## src/rtl/seg7_scan.sv

```systemverilog
// -----------------------------------------------------------------------------
// seg7_scan - eight-digit multiplexed seven-segment display scanner
//
// Cycles through eight digits, one slot of CLK_DIV clocks each, driving one
// active-low anode at a time and the active-low hex decode of that digit's
// nibble. New display data is written into a shadow buffer and only copied
// into the active buffer at a frame boundary, so a frame never shows a mix
// of old and new data.
//
// Parameters
//   CLK_DIV  clocks per digit slot (4 .. 2^20)
//   GAP_CYC  anode blanking cycles at the start of each slot (< CLK_DIV);
//            only used when the macro SEG7_GAP_EN is defined
//
// Ports
//   clk_i      in   1   clock, all state on rising edge
//   rst_ni     in   1   asynchronous active-low reset
//   data_i     in  32   eight hex nibbles, nibble k -> digit k
//   load_i     in   1   strobe: capture data_i/dp_i/blank_i into the shadow
//   dp_i       in   8   per-digit decimal point, 1 = lit
//   blank_i    in   8   per-digit blank, 1 = dark
//   an_o       out  8   anode enables, active-low, registered
//   seg_o      out  8   cathodes {dp,g,f,e,d,c,b,a}, active-low, registered
//   frame_o    out  1   one-cycle pulse on the frame-boundary tick
//   pending_o  out  1   shadow buffer holds data not yet displayed
//
// Configuration macro: SEG7_GAP_EN (anti-ghost anode gap at slot start)
// -----------------------------------------------------------------------------
module seg7_scan #(
  parameter int unsigned CLK_DIV = 100000,
  parameter int unsigned GAP_CYC = 16
) (
  input  logic        clk_i,
  input  logic        rst_ni,
  input  logic [31:0] data_i,
  input  logic        load_i,
  input  logic [7:0]  dp_i,
  input  logic [7:0]  blank_i,
  output logic [7:0]  an_o,
  output logic [7:0]  seg_o,
  output logic        frame_o,
  output logic        pending_o
);

  localparam int unsigned CW = $clog2(CLK_DIV);
  localparam logic [CW-1:0] CNT_MAX = CW'(CLK_DIV - 1);

  // Reject illegal configurations at elaboration time.
  if ((CLK_DIV < 32'd4) || (CLK_DIV > (32'd1 << 20))) begin : g_bad_div
    $error("seg7_scan: CLK_DIV out of range");
  end
  if (GAP_CYC >= CLK_DIV) begin : g_bad_gap
    $error("seg7_scan: GAP_CYC must be less than CLK_DIV");
  end

  // Hex nibble to active-low {g,f,e,d,c,b,a}.
  function automatic logic [6:0] hex7(input logic [3:0] nib);
    logic [6:0] code;
    case (nib)
      4'h0:    code = 7'h40;
      4'h1:    code = 7'h79;
      4'h2:    code = 7'h24;
      4'h3:    code = 7'h30;
      4'h4:    code = 7'h19;
      4'h5:    code = 7'h12;
      4'h6:    code = 7'h02;
      4'h7:    code = 7'h78;
      4'h8:    code = 7'h00;
      4'h9:    code = 7'h10;
      4'hA:    code = 7'h08;
      4'hB:    code = 7'h03;
      4'hC:    code = 7'h46;
      4'hD:    code = 7'h21;
      4'hE:    code = 7'h06;
      4'hF:    code = 7'h0E;
      default: code = 7'h7F;
    endcase
    return code;
  endfunction

  logic [CW-1:0] cnt_q, cnt_d;
  logic [2:0]    idx_q, idx_d;
  logic [31:0]   act_data_q, act_data_d, sh_data_q, sh_data_d;
  logic [7:0]    act_dp_q, act_dp_d, sh_dp_q, sh_dp_d;
  logic [7:0]    act_blank_q, act_blank_d, sh_blank_q, sh_blank_d;
  logic          pend_q, pend_d;
  logic          frame_q, frame_d;
  logic [7:0]    an_q, an_d, seg_q, seg_d;
  logic          tick_s, boundary_s;
  logic [3:0]    nib_s;

  // Next-state logic: prescaler, digit index, buffers and output decode.
  always_comb begin
    tick_s     = (cnt_q == CNT_MAX);
    boundary_s = tick_s && (idx_q == 3'd7);

    if (tick_s) begin
      cnt_d = {CW{1'b0}};
      idx_d = idx_q + 3'd1;
    end else begin
      cnt_d = cnt_q + CW'(1);
      idx_d = idx_q;
    end

    // frame_o is registered but lines up with the boundary tick itself,
    // so it is set when the *next* state will be the boundary tick.
    frame_d = (cnt_d == CNT_MAX) && (idx_d == 3'd7);

    act_data_d  = act_data_q;
    act_dp_d    = act_dp_q;
    act_blank_d = act_blank_q;
    sh_data_d   = sh_data_q;
    sh_dp_d     = sh_dp_q;
    sh_blank_d  = sh_blank_q;
    pend_d      = pend_q;

    if (boundary_s) begin
      // A load landing on the boundary bypasses the shadow entirely.
      if (load_i) begin
        act_data_d  = data_i;
        act_dp_d    = dp_i;
        act_blank_d = blank_i;
      end else if (pend_q) begin
        act_data_d  = sh_data_q;
        act_dp_d    = sh_dp_q;
        act_blank_d = sh_blank_q;
      end else begin
        act_data_d  = act_data_q;
      end
      pend_d = 1'b0;
    end else if (load_i) begin
      sh_data_d  = data_i;
      sh_dp_d    = dp_i;
      sh_blank_d = blank_i;
      pend_d     = 1'b1;
    end else begin
      pend_d = pend_q;
    end

    nib_s = act_data_q[{idx_q, 2'b00} +: 4];
    if (act_blank_q[idx_q]) begin
      an_d  = 8'hFF;
      seg_d = 8'hFF;
    end else begin
      an_d  = ~(8'd1 << idx_q);
      seg_d = {~act_dp_q[idx_q], hex7(nib_s)};
    end

`ifdef SEG7_GAP_EN
    // Dark anodes at slot start let the cathodes settle (anti-ghosting).
    if (cnt_q < CW'(GAP_CYC)) begin
      an_d = 8'hFF;
    end else begin
      an_d = an_d;
    end
`endif
  end

  // State and output registers.
  always_ff @(posedge clk_i or negedge rst_ni) begin
    if (!rst_ni) begin
      cnt_q       <= {CW{1'b0}};
      idx_q       <= 3'd0;
      act_data_q  <= 32'd0;
      act_dp_q    <= 8'd0;
      act_blank_q <= 8'd0;
      sh_data_q   <= 32'd0;
      sh_dp_q     <= 8'd0;
      sh_blank_q  <= 8'd0;
      pend_q      <= 1'b0;
      frame_q     <= 1'b0;
      an_q        <= 8'hFF;
      seg_q       <= 8'hFF;
    end else begin
      cnt_q       <= cnt_d;
      idx_q       <= idx_d;
      act_data_q  <= act_data_d;
      act_dp_q    <= act_dp_d;
      act_blank_q <= act_blank_d;
      sh_data_q   <= sh_data_d;
      sh_dp_q     <= sh_dp_d;
      sh_blank_q  <= sh_blank_d;
      pend_q      <= pend_d;
      frame_q     <= frame_d;
      an_q        <= an_d;
      seg_q       <= seg_d;
    end
  end

  assign an_o      = an_q;
  assign seg_o     = seg_q;
  assign frame_o   = frame_q;
  assign pending_o = pend_q;

endmodule

```

## config.mk

```make
export PLATFORM = sky130hd
export DESIGN_NAME = seg7_scan
export DESIGN_NICKNAME = d
export VERILOG_FILES = /design/src/rtl/seg7_scan.sv
export SDC_FILE = /design/constraint.sdc
export NUM_CORES = 1
export LEC_CHECK = 0
export ABC_AREA = 1
export BUFFER_PORTS_ARGS = -buffer_cell sky130_fd_sc_hd__buf_4
export CAP_MARGIN = 20
export CORE_MARGIN = 4
export CORE_UTILIZATION = 59
export DETAILED_ROUTE_END_ITERATION = 7
export PLACE_DENSITY = 0.8
export SYNTH_ARGS = -nofsm -noshare
export SYNTH_HDL_FRONTEND = slang
export SYNTH_SLANG_ARGS = --single-unit
```

## constraint.sdc

```tcl
create_clock -name clk_i -period 2.7 [get_ports clk_i]
set_clock_uncertainty 0.2 [all_clocks]
set_input_delay 0 -clock clk_i [delete_from_list [all_inputs] [get_ports clk_i]]
set_output_delay 0 -clock clk_i [all_outputs]
set_load 0.05 [all_outputs]
```

==> results.tsv <==
stage	metric	value	unit
yosys	yosysUniqueCellTypes	30	
global_route	grt_pass1_vias	5876	
sta	holdWs	0.0443	ns
sta	hold_violations	0	
routing	post-route-drc-count	0	
sta	maxSlewViolCount	0	
die	dieArea	0.0128	sq mm
worst_setup_path	critPathCaptureType	flip-flop	
sta	period_minus_slack	2.52	ns
layout	synthToLayoutAreaGrowth	27.1	%
yosys	yosysWarnings	0	
global_route	grt_max_degree	78	
clock_network	clkLatencyLatePin	0.54	ns
worst_setup_path	start_kind	flip-flop	
run_status	outcome	complete, no violations	
placement	pre_cts_ws	0.152	ns
hold_path	min_from	data_i[18]	
yosys	netlist_instances	809	
placement	dp_hpwl	10100	microns
yosys	synthFlopType	dfrtp_1	
clock_network	cts_buffer_depth	2	
die	rows	38	
worst_setup_path	worstPathMaxFanout	18	
routing	finalWirelength	16300	microns
worst_setup_path	worstPathRequired	2.97	ns
hold_path	min_path_type	in2reg	
worst_setup_path	ff2ff_path_depth	11	
sta	fmax	0.397	GHz
power_and_ir_drop	vdd_drop_max	0.647	mV
worst_setup_path	arrival	2.79	ns
die	ios	69	
layout	final_util	76.6	%
die	die_x	113	microns
clock_network	numCtsBuffers	17	
clock_network	clockRootBuffer	clkbuf_8	
yosys	netlist_area	0.00653	sq mm
die	start_util	60.3	%
yosys	synthTopCellsByArea	dfrtp_1, nand2_1, o21ai_0, nor2_1, dfstp_2	
worst_setup_path	cp_slowest_cell	dfrtp_1	
global_route	gr-total-overflow	0	
worst_setup_path	cp_num_buf_inv	4	
global_route	grt_pass1_wl	27800	microns
yosys	synth_edf_count	0	
clock_network	cts_htree_levels	4	
power_and_ir_drop	leakage	4.06	nW
yosys	synth_top_area_share	45.2	%
die	coreArea	0.0108	sq mm
worst_setup_path	regToRegStartpoint	idx_q[0]	
power_and_ir_drop	fin_total_pwr	5.12	mW
layout	insertedDiodeCount	0	
placement	gp_congestion	0.917	
routing	detail_route.wl_per_cell	15.1	microns
run	drv_cap	0	
yosys	async_flop_share	100	%
yosys	ys_seq_area_share	51.6	%
routing	vias_per_cell	5.40	
sta	rsz0062_at_grt	yes	
power_and_ir_drop	p_per_area	616	mW/mm^2
clock_network	clkTransAtPathRegs	0.06	ns
clock_network	tritoncts	done	
routing	postRouteAntennaNets	0	
layout	drive_above_1_share	15.2	%
layout	fin_nets	992	
placement	portBuffers	68	
routing	vias	5836	
yosys	avgSynthCellArea	8.08	sq um
sta	maxSlewHeadroom	51.4	%
global_route	antenna_found_initial	0	
worst_setup_path	crit_chain	inv_1 -> o21ai_0 -> nand2_1 -> inv_1 -> o21ai_0 -> buf_4 -> inv_1 -> ha_1 -> o21ai_0 -> nand2_1 -> nand3_1	
routing	dr.pass1.iters	5	
routing	drt_iter0_markers	503	
sta	worst_slack	0.181	ns
worst_setup_path	crit_type	reg2reg	
layout	mostFrequentLayoutCell	nand2_1	
sta	finalCritPeriodShare	93.3	%
worst_setup_path	crit_family	buffers and inverters	
worst_setup_path	crit_cells	11	
hold_path	hold_depth	3	
sta	worst_pin_slew	0.726	ns
worst_setup_path	crit_start	idx_q[0]	
sta	setup_violations	0	
layout	mostFrequentLayoutCells	nand2_1, dfrtp_1, nor2_1	
clock_network	cts.sinks	134	
worst_setup_path	critPathMaxStageDelay	0.41	ns
yosys	ys_ff_latch	134	
yosys	syn_nets	873	
die	die_y	113	microns
yosys	synth_top_area_cell	dfrtp_1	
global_route	grt.total_usage	27.3	%
==> cell type report <==
type	count	area, sq um
well taps	140	175
inverters	78	293
flip-flops and latches	134	3370
clock buffers	27	462
fillers	726	2530
clock inverters	5	125
repair buffers	136	1200
multi-input cells	561	2680
==> power breakdown <==
part           total, mW  internal, mW  switching (mW)
combinational      0.542         0.232           0.310
sequential          2.22          2.15          0.0743
clock               2.35          1.53           0.828
==> metal layers <==
metal / vias to the layer above / share of wire (%) / global-route usage, %
met5: - / 0 / 0
met4: 0 / 3.1 / 12.9
met3: 50 / 4.6 / 5.56
met2: 195 / 50 / 44.8
met1: 2751 / 43 / 34.9
li1: 2840 / - / -
==> state kept, by name (all words and copies together), names as in the netlist, 3 cells and up <==
register and count:
idx_q 3, sh_dp_q 8, act_dp_q 8, sh_data_q 32
act_data_q 32, cnt_q 17, act_blank_q 8, seg_o 8
an_o 8, sh_blank_q 8
==> through the flow <==
stage / area [sq um] / cells / setup TNS [ns]
2_1_floorplan: 6530 / 809 / 0
3_3_place_gp: 7170 / 993 / 0
3_5_place_dp: 7170 / 993 / 0
4_1_cts: 8280 / 1077 / 0
5_1_grt: 8310 / 1081 / -0.0443
6_report: 8310 / 1081 / 0
==> synth_stat cells, types with 2 or more instances <==
cell and instances:
nand2_1 207, dfrtp_1 118, nor2_1 117, o21ai_0 93, inv_1 77, nand3_1 37, a21oi_1 35, a31oi_1 19
dfstp_2 16, clkbuf_1 15, mux2_2 14, ha_1 13, buf_2 11, buf_4 7, nand4_1 7, o211ai_1 3
xor2_1 3, buf_6 2, nand2_2 2, nor2_4 2, o21bai_1 2
==> final timing paths <==
kind | to | slack (ns)
worst max-delay path | seg_o[3] | 0.18
worst min-delay path | sh_data_q[18] | 0.04
worst max register to register | seg_o[3] | 0.18
worst min register to register | sh_data_q[12] | 0.28
max in group asynchronous | cnt_q[9] | 0.68
min in group asynchronous | seg_o[7] | 0.46
==> logic make-up (layout without fill, tap and decap cells) <==
family / Yosys count / after routing / synth area share, %
adder cells (fa/ha/maj): 13 / 13 / 2.49
flip-flops: 134 / 134 / 51.6
AND/OR/NAND/NOR: 377 / 377 / 23.2
AO/OA/AOI/OAI: 153 / 153 / 12.3
XOR/XNOR: 3 / 3 / 0.402
multiplexers: 15 / 15 / 2.59
buffers and inverters: 114 / 246 / 7.39
==> timing repair <==
action,4_1_cts,5_1_grt
gates resized for setup,0,1
hold endpoints to repair,231,0
hold buffers,52,0
buffers inserted,0,4
endpoints found under the setup margin,0,12
==> worst reg2reg max path, cell delays in order, from the launching register on <==
cell and delay [ns]:
dfrtp_1 0.41, inv_1 0.37, o21ai_0 0.21, nand2_1 0.11, inv_1 0.04, o21ai_0 0.19
buf_4 0.17, inv_1 0.09, ha_1 0.30, o21ai_0 0.18, nand2_1 0.08, nand3_1 0.09
Power figures use the tool's default switching activity.
